<file path="config.mk">
export PLATFORM = sky130hd
export DESIGN_NAME = wb_cmd_master
export DESIGN_NICKNAME = d
export VERILOG_FILES = /design/src/rtl/wb_cmd_master.sv
export SDC_FILE = /design/constraint.sdc
export NUM_CORES = 1
export LEC_CHECK = 0
export CAP_MARGIN = 20
export CORE_MARGIN = 1
export CORE_UTILIZATION = 44
export DETAILED_ROUTE_END_ITERATION = 12
export GPL_TIMING_DRIVEN = 0
export PLACE_DENSITY = 0.86
export SYNTH_ARGS = -nofsm -noshare
export SYNTH_HDL_FRONTEND = slang
export SYNTH_SLANG_ARGS = --single-unit
</file>
<file path="constraint.sdc">
create_clock -name wb_clk_i -period 3.02 [get_ports wb_clk_i]
set_clock_uncertainty 0.05 [all_clocks]
set_input_delay 0.302 -clock wb_clk_i [delete_from_list [all_inputs] [get_ports wb_clk_i]]
set_output_delay 0.302 -clock wb_clk_i [all_outputs]
set_load 0.05 [all_outputs]
</file>
<file path="src/rtl/wb_cmd_master.sv">
// rtl/wb_cmd_master.sv - single-outstanding Wishbone classic initiator with command/response channels
module wb_cmd_master #(
    parameter int TIMEOUT = 255
) (
    input  logic        wb_clk_i,
    input  logic        wb_rst_n_i,
    input  logic        cmd_valid_i,
    output logic        cmd_ready_o,
    input  logic        cmd_we_i,
    input  logic [31:0] cmd_adr_i,
    input  logic [31:0] cmd_dat_i,
    input  logic [3:0]  cmd_sel_i,
    output logic        rsp_valid_o,
    input  logic        rsp_ready_i,
    output logic [31:0] rsp_dat_o,
    output logic        rsp_err_o,
    output logic        wbm_cyc_o,
    output logic        wbm_stb_o,
    output logic        wbm_we_o,
    output logic [31:0] wbm_adr_o,
    output logic [31:0] wbm_dat_o,
    output logic [3:0]  wbm_sel_o,
    input  logic        wbm_ack_i,
    input  logic [31:0] wbm_dat_i,
    output logic        busy_o
);

    localparam int TW = $clog2(TIMEOUT + 1);
    // Last BUS cycle before giving up; STB is then high for exactly TIMEOUT cycles.
    localparam logic [TW-1:0] T_LAST = TW'(TIMEOUT - 1);
    localparam logic [TW-1:0] T_SAT  = TW'(TIMEOUT);

    typedef enum logic [1:0] {
        IDLE = 2'd0,
        BUS  = 2'd1,
        RESP = 2'd2
    } state_t;

    state_t        state;
    logic [TW-1:0] timer;
    logic          cyc;

    // CYC and STB are one register so they can never disagree.
    assign wbm_cyc_o   = cyc;
    assign wbm_stb_o   = cyc;
    assign cmd_ready_o = (state == IDLE);
    assign busy_o      = (state != IDLE);

    // Command accept, bus cycle with ACK timeout, and response hold.
    always_ff @(posedge wb_clk_i or negedge wb_rst_n_i) begin
        if (!wb_rst_n_i) begin
            state       <= IDLE;
            timer       <= '0;
            cyc         <= 1'b0;
            wbm_we_o    <= 1'b0;
            wbm_adr_o   <= 32'h0;
            wbm_dat_o   <= 32'h0;
            wbm_sel_o   <= 4'h0;
            rsp_valid_o <= 1'b0;
            rsp_dat_o   <= 32'h0;
            rsp_err_o   <= 1'b0;
        end else begin
            case (state)
                IDLE: begin
                    if (cmd_valid_i) begin
                        wbm_we_o  <= cmd_we_i;
                        wbm_adr_o <= cmd_adr_i;
                        wbm_dat_o <= cmd_dat_i;
                        wbm_sel_o <= cmd_sel_i;
                        cyc       <= 1'b1;
                        timer     <= '0;
                        state     <= BUS;
                    end
                end
                BUS: begin
                    // ACK is checked first so a last-cycle ACK is not reported as a timeout.
                    if (wbm_ack_i) begin
                        cyc         <= 1'b0;
                        rsp_dat_o   <= wbm_we_o ? 32'h0 : wbm_dat_i;
                        rsp_err_o   <= 1'b0;
                        rsp_valid_o <= 1'b1;
                        state       <= RESP;
                    end else if (timer == T_LAST) begin
                        cyc         <= 1'b0;
                        rsp_dat_o   <= 32'h0;
                        rsp_err_o   <= 1'b1;
                        rsp_valid_o <= 1'b1;
                        state       <= RESP;
                    end else if (timer != T_SAT) begin
                        timer <= timer + TW'(1);
                    end
                end
                RESP: begin
                    if (rsp_ready_i) begin
                        rsp_valid_o <= 1'b0;
                        state       <= IDLE;
                    end
                end
                default: begin
                    state <= IDLE;
                end
            endcase
        end
    end

endmodule

</file>
**Word-level counts from Yosys, hierarchy flattened**

Index checks and enable logic that the tools add are counted.

- $add $sub $neg: 1
- Eq/ne operators: 10
- Mux-type cells: 22
- Reductions and logical operators: 11

Operators with widths:

| operator | count |
|---|---|
| 32-bit 2-to-1 mux | 3 |
| 8-bit 2-to-1 mux | 4 |
| 8-bit one-hot mux with 2 select lines | 1 |
| 2-bit != test, second input constant | 5 |
| 3-bit AND reduction | 3 |
| 8-bit by 1-bit adder with 8-bit output, second input constant | 1 |
| 8-bit equality test, second input constant | 1 |
| 2-bit 2-to-1 mux | 4 |
| 8-bit != test, second input constant | 1 |
| 2-bit nonzero test | 4 |
| 1-bit 2-to-1 mux | 7 |
| 2-bit one-hot mux with 3 select lines | 1 |
| 5-bit AND reduction | 1 |
| 1-bit one-hot mux with 2 select lines | 2 |
| 2-bit AND reduction | 2 |
| 3-bit != test, second input constant | 1 |
| 2-bit by 1-bit equality test with 1-bit output, second input constant | 1 |
| 2-bit equality test, second input constant | 1 |
| 2-bit logical NOT | 1 |

- Register bits: 114
- Bits of input ports: 106
- Logic and storage cells: 54

**Longest topological paths before layout**

- Word-level depth: 5
- Depth in mapped cells: 6
- Gate-level depth less buffers: 6

**Worst setup path before layout**

Ideal clock, no wire load.

- Path kind: register to register
- From: register state[1]
- To: register wbm_we_o
- Library setup time: 0.118 ns
- Arrival: 1.816 ns
- Data required time: 2.852 ns
- Slack: 1.036 ns
- Stages on the path, launching flop included: 6
- Buffers on the path: 1
- Clock period less this slack: 1.984 ns
- Path through: dfrtp_1 nor2_1 nand2_1 clkbuf_1 nand2_1 nand2_1

- Word-level cells in the longest chain between the ends: 2

RTL lines:

| what | RTL line | source |
|---|---|---|
| start, declared | 39 | `state_t state;` |
| start signal, assigned | 52 | `state <= IDLE;` |
| start signal, assigned | 72 | `state <= BUS;` |
| start signal, assigned | 82 | `state <= RESP;` |
| 2-bit logical NOT | -- |  |
| named net cmd_ready_o | 8 | `output logic cmd_ready_o,` |
| 2-bit AND reduction (no source line) | -- |  |
| end signal, assigned | 66 | `wbm_we_o <= cmd_we_i;` |
| end, declared | 19 | `output logic wbm_we_o,` |

The timed path passes the listed nets, and every way through them passes these cells.
A chain may end at the register's enable or synchronous reset.

**Final worst setup path**

- From: register state[1]
- To: output cmd_ready_o

- Word-level cells in the longest chain between the ends: 1

RTL lines:

| what | RTL line | source |
|---|---|---|
| 2-bit logical NOT | 46 | `assign cmd_ready_o = (state == IDLE);` |
| end, declared | 8 |  |

No other way between the ends.

==> summary.txt <==
Drt
  • Antenna Nets Post-Route: 0
  • Final wirelength: between 10 and 15 mm
  • Vias: a little over 4000
  • Remaining routing DRC violations: 0
  • DRT Pass-1 Iters: 4
  • Routed length per instance: roughly 16 um
  • DR vias/cell: around 5.0
  • Initial DRC count: approximately 150

STA
  • Worst-Margin Slew: around 0.67 ns
  • RSZ-0062 raised after global routing: false
  • Pins Over Slew Limit: 0
  • Max Freq: 0.411 GHz
  • Tmin final: roughly 2.4 ns
  • Fin crit share: 0.806
  • Fin worst setup slack: slightly below 0.6 ns
  • Final setup violation count: 0
  • Slew headroom: 0.556
  • Hold Violations, Final: 0

Setup path
  • Reg2reg start: state[1]$_DFFE_PN0P_
  • Worst R2R Setup Slack: about 1.1 ns
  • Cells on worst reg2reg path: 5
  • Critical Path RT: between 2 and 3 ns
  • Crit Path Category: flip-flop to output port
  • CP Capture Type: output port
  • Worst Path Arrival: about 2.1 ns
  • Reg-to-Reg End: wbm_adr_o[17]$_DFFE_PN0P_
  • Crit path max fanout: 7
  • Startpoint Class: flip-flop

Die
  • FP Rows: 36
  • Die X: 103 um
  • Initial core utilization: 0.455
  • Io pins: 213
  • DIE AREA: 10500 um2
  • Overall die height: 103 um
  • Core area: 9770 um2

Clocking
  • CTS root buffer: clkbuf_8
  • TritonCTS clock tree: yes
  • Deepest clock path buffer count: 2
  • Num CTS Buffers: 17
  • Post-CTS setup buffer count: 0
  • Clock slew at reported path FFs: roughly 0.060 ns
  • Resize count post-CTS: 0
  • CTS H-tree depth: 4
  • Skew-Pair Late Insertion Delay: about 0.50 ns
  • Clock Sinks: 114
  • Number of hold buffers added after CTS: 1

Global route
  • Vias in the first global route: between 4000 and 5000
  • Overflow left after global routing: 0
  • All-layer global routing usage: 0.255
  • Pin count of the biggest net entering global routing: 64
  • Initial antenna violation count: 0
  • First-pass GRT wire length: around 20 mm

Synthesis
  • Synth warn: 0
  • Post-synth EDFFs: 0
  • Mapped Nets: around 550
  • XOR/XNOR share of the synthesized area: 0
  • Synth cell types: 38
  • Average cell area after synthesis: 10.0 um2
  • Cells after Synth: ~440
  • Mux contribution to synthesized area: 0.00225
  • Flop and latch count out of synthesis: ~110
  • Complex-gate fraction of the synthesized area: 0.106
  • Main combinational cell family by area after synthesis: simple AND/OR/NAND/NOR gates
  • Most used DFF post-synth: dfrtp_1
  • Synth Area in Simple Gates: 0.214
  • Synth Cell Area: 4440 um2
  • Post-Synth Adder-Cell Area: 0.00563
  • Fraction of the yosys area taken by sequential cells: 0.642
  • Fraction of registers with async set/reset: 1.00

Layout
  • Antenna cells: 0
  • Number of fill cells: about 670
  • Layout cells sized above 1: 0.0654
  • Area Growth Syn to Fin: 65.9%
  • FF/Latch Area: 2850 um2
  • Final net count: between 700 and 800
  • Multi-input gate area: between 1000 and 1500 um2
  • Final Util: 0.754

Placement
  • Post-place setup slack: ~0.73 ns
  • Routability cong.: ~0.93
  • DP HPWL: 9.43 mm
  • Port bufs: approximately 210

Status
  • Status: completed

Pwr
  • Clock power frac: 0.201
  • Pleak: between 3 and 4 nW
  • Sw power: between 4 and 5 mW
  • Switching Fraction: 0.467
  • Int Power: ~5.4 mW
  • Power per Cell Area: approximately 1400 nW/um2
  • Seq pwr share: 0.263
  • Comb pwr share: 0.537
  • Total power: 10.1 mW
  • VDD IR max: approximately 0.84 mV

Worst hold path
  • Hold depth: 3
  • Hold_sp: cmd_adr_i[23]
  • Hold WC Path Type: input port to flip-flop
  • Hold endpoint: wbm_adr_o[23]$_DFFE_PN0P_

Flow run
  • MaxCap Viol Count: 0
routing by layer:
metal  global-route usage  up-vias  share of wire
met3               0.0976       29          0.099
li1                     -     1930              -
met5                    0        -              0
met1                0.280     1929           0.37
met2                0.440      213           0.51
met4                0.109        0          0.021
layout by cell type, fill, tap and decap left out, types with 4 or more instances in the layout:
cell,netlist,layout
nand2_1,215,215
clkdlybuf4s50_1,0,211
dfrtp_1,114,114
a22o_1,33,33
clkbuf_1,17,18
clkbuf_16,0,16
a21oi_1,6,6
o21ai_1,5,5
clkinv_2,0,5
inv_1,4,4
nand3_1,4,4
bufinv_16,0,4
metrics by stage:
step	area (um2)	cells	hold slack, ns	setup TNS (ns)
global placement	6730	788	0.408	-298.88
floorplan	4440	443	-0.0436	0
global route	7370	821	0.253	0
CTS	7370	821	0.252	0
detailed placement	6760	789	0.326	0
finish	7370	821	0.274	0
cell families after synthesis:
| family | count (synthesis) |
|---|---|
| and+or+nand+nor | 237 |
| DFF | 114 |
| AOI/OAI and AO/OA | 61 |
| buffers and inverters | 28 |
| adders and majority gates | 2 |
| muxes | 1 |
layout make-up:
cell class / count / area share
buffer: 24 / 0.0163
clock buffer: 20 / 0.0604
clock inverter: 11 / 0.0217
inverter: 4 / 0.00204
multi-input combinational: 301 / 0.198
sequential: 114 / 0.387
tap: 133 / 0.0226
timing repair buffer: 214 / 0.293
cell usage after synthesis, types with 2 or more instances:
| library cell | count | share of area |
|---|---|---|
| o21a_1 | 2 | 0.0034 |
| a21o_1 | 2 | 0.0034 |
| nand4_1 | 2 | 0.0028 |
| a22o_1 | 33 | 0.065 |
| a31oi_1 | 2 | 0.0028 |
| a21oi_1 | 6 | 0.0068 |
| dfrtp_1 | 114 | 0.64 |
| clkbuf_1 | 17 | 0.014 |
| inv_1 | 4 | 0.0034 |
| o21ai_1 | 5 | 0.0056 |
| nor2_1 | 3 | 0.0025 |
| buf_2 | 3 | 0.0034 |
| ha_1 | 2 | 0.0056 |
| nand3_1 | 4 | 0.0045 |
| o21ai_0 | 3 | 0.0034 |
| buf_6 | 3 | 0.0076 |
| nand2b_1 | 3 | 0.0042 |
| nand2_1 | 215 | 0.18 |
worst max-delay path, stage by stage, from the launching register on:
cell and delay (ns):
dfrtp_1 0.45, nor2_1 0.27, clkdlybuf4s50_1 0.86
state kept, by name (all words and copies together), names as in the netlist:
signal       cells
rsp_dat_o       32
rsp_err_o        1
rsp_valid_o      1
state            2
timer            8
wbm_adr_o       32
wbm_cyc_o        1
wbm_dat_o       32
wbm_sel_o        4
wbm_we_o         1
how the worst max path moves through the flow:
| stage | slack [ns] | to | cells after the start | startpoint |
|---|---|---|---|---|
| after detailed placement | 0.73 | wbm_adr_o[17]$_DFFE_PN0P_ | 6 | cmd_valid_i |
| after floorplan | 1.04 | wbm_we_o$_DFFE_PN0P_ | 5 | state[1]$_DFFE_PN0P_ |
| after global placement | -2.63 | wbm_dat_o[2]$_DFFE_PN0P_ | 1 | wb_rst_n_i |
| after global routing | 0.50 | cmd_ready_o | 2 | state[1]$_DFFE_PN0P_ |
| after CTS | 0.55 | cmd_ready_o | 2 | state[1]$_DFFE_PN0P_ |
| final | 0.59 | cmd_ready_o | 2 | state[1]$_DFFE_PN0P_ |
power by group through the flow:
stage / Sequential (mW) / Combinational, mW / Clock [mW]
6_report: 2.64 / 5.40 / 2.02
5_1_grt: 2.73 / 5.70 / 2.13
4_1_cts: 2.65 / 5.44 / 2.06
3_5_place_dp: 2.66 / 5.41 / 0
3_3_place_gp: 2.61 / 5.32 / 0
2_1_floorplan: 4.95 / 1.13 / 0
Power figures use the tool's default switching activity.
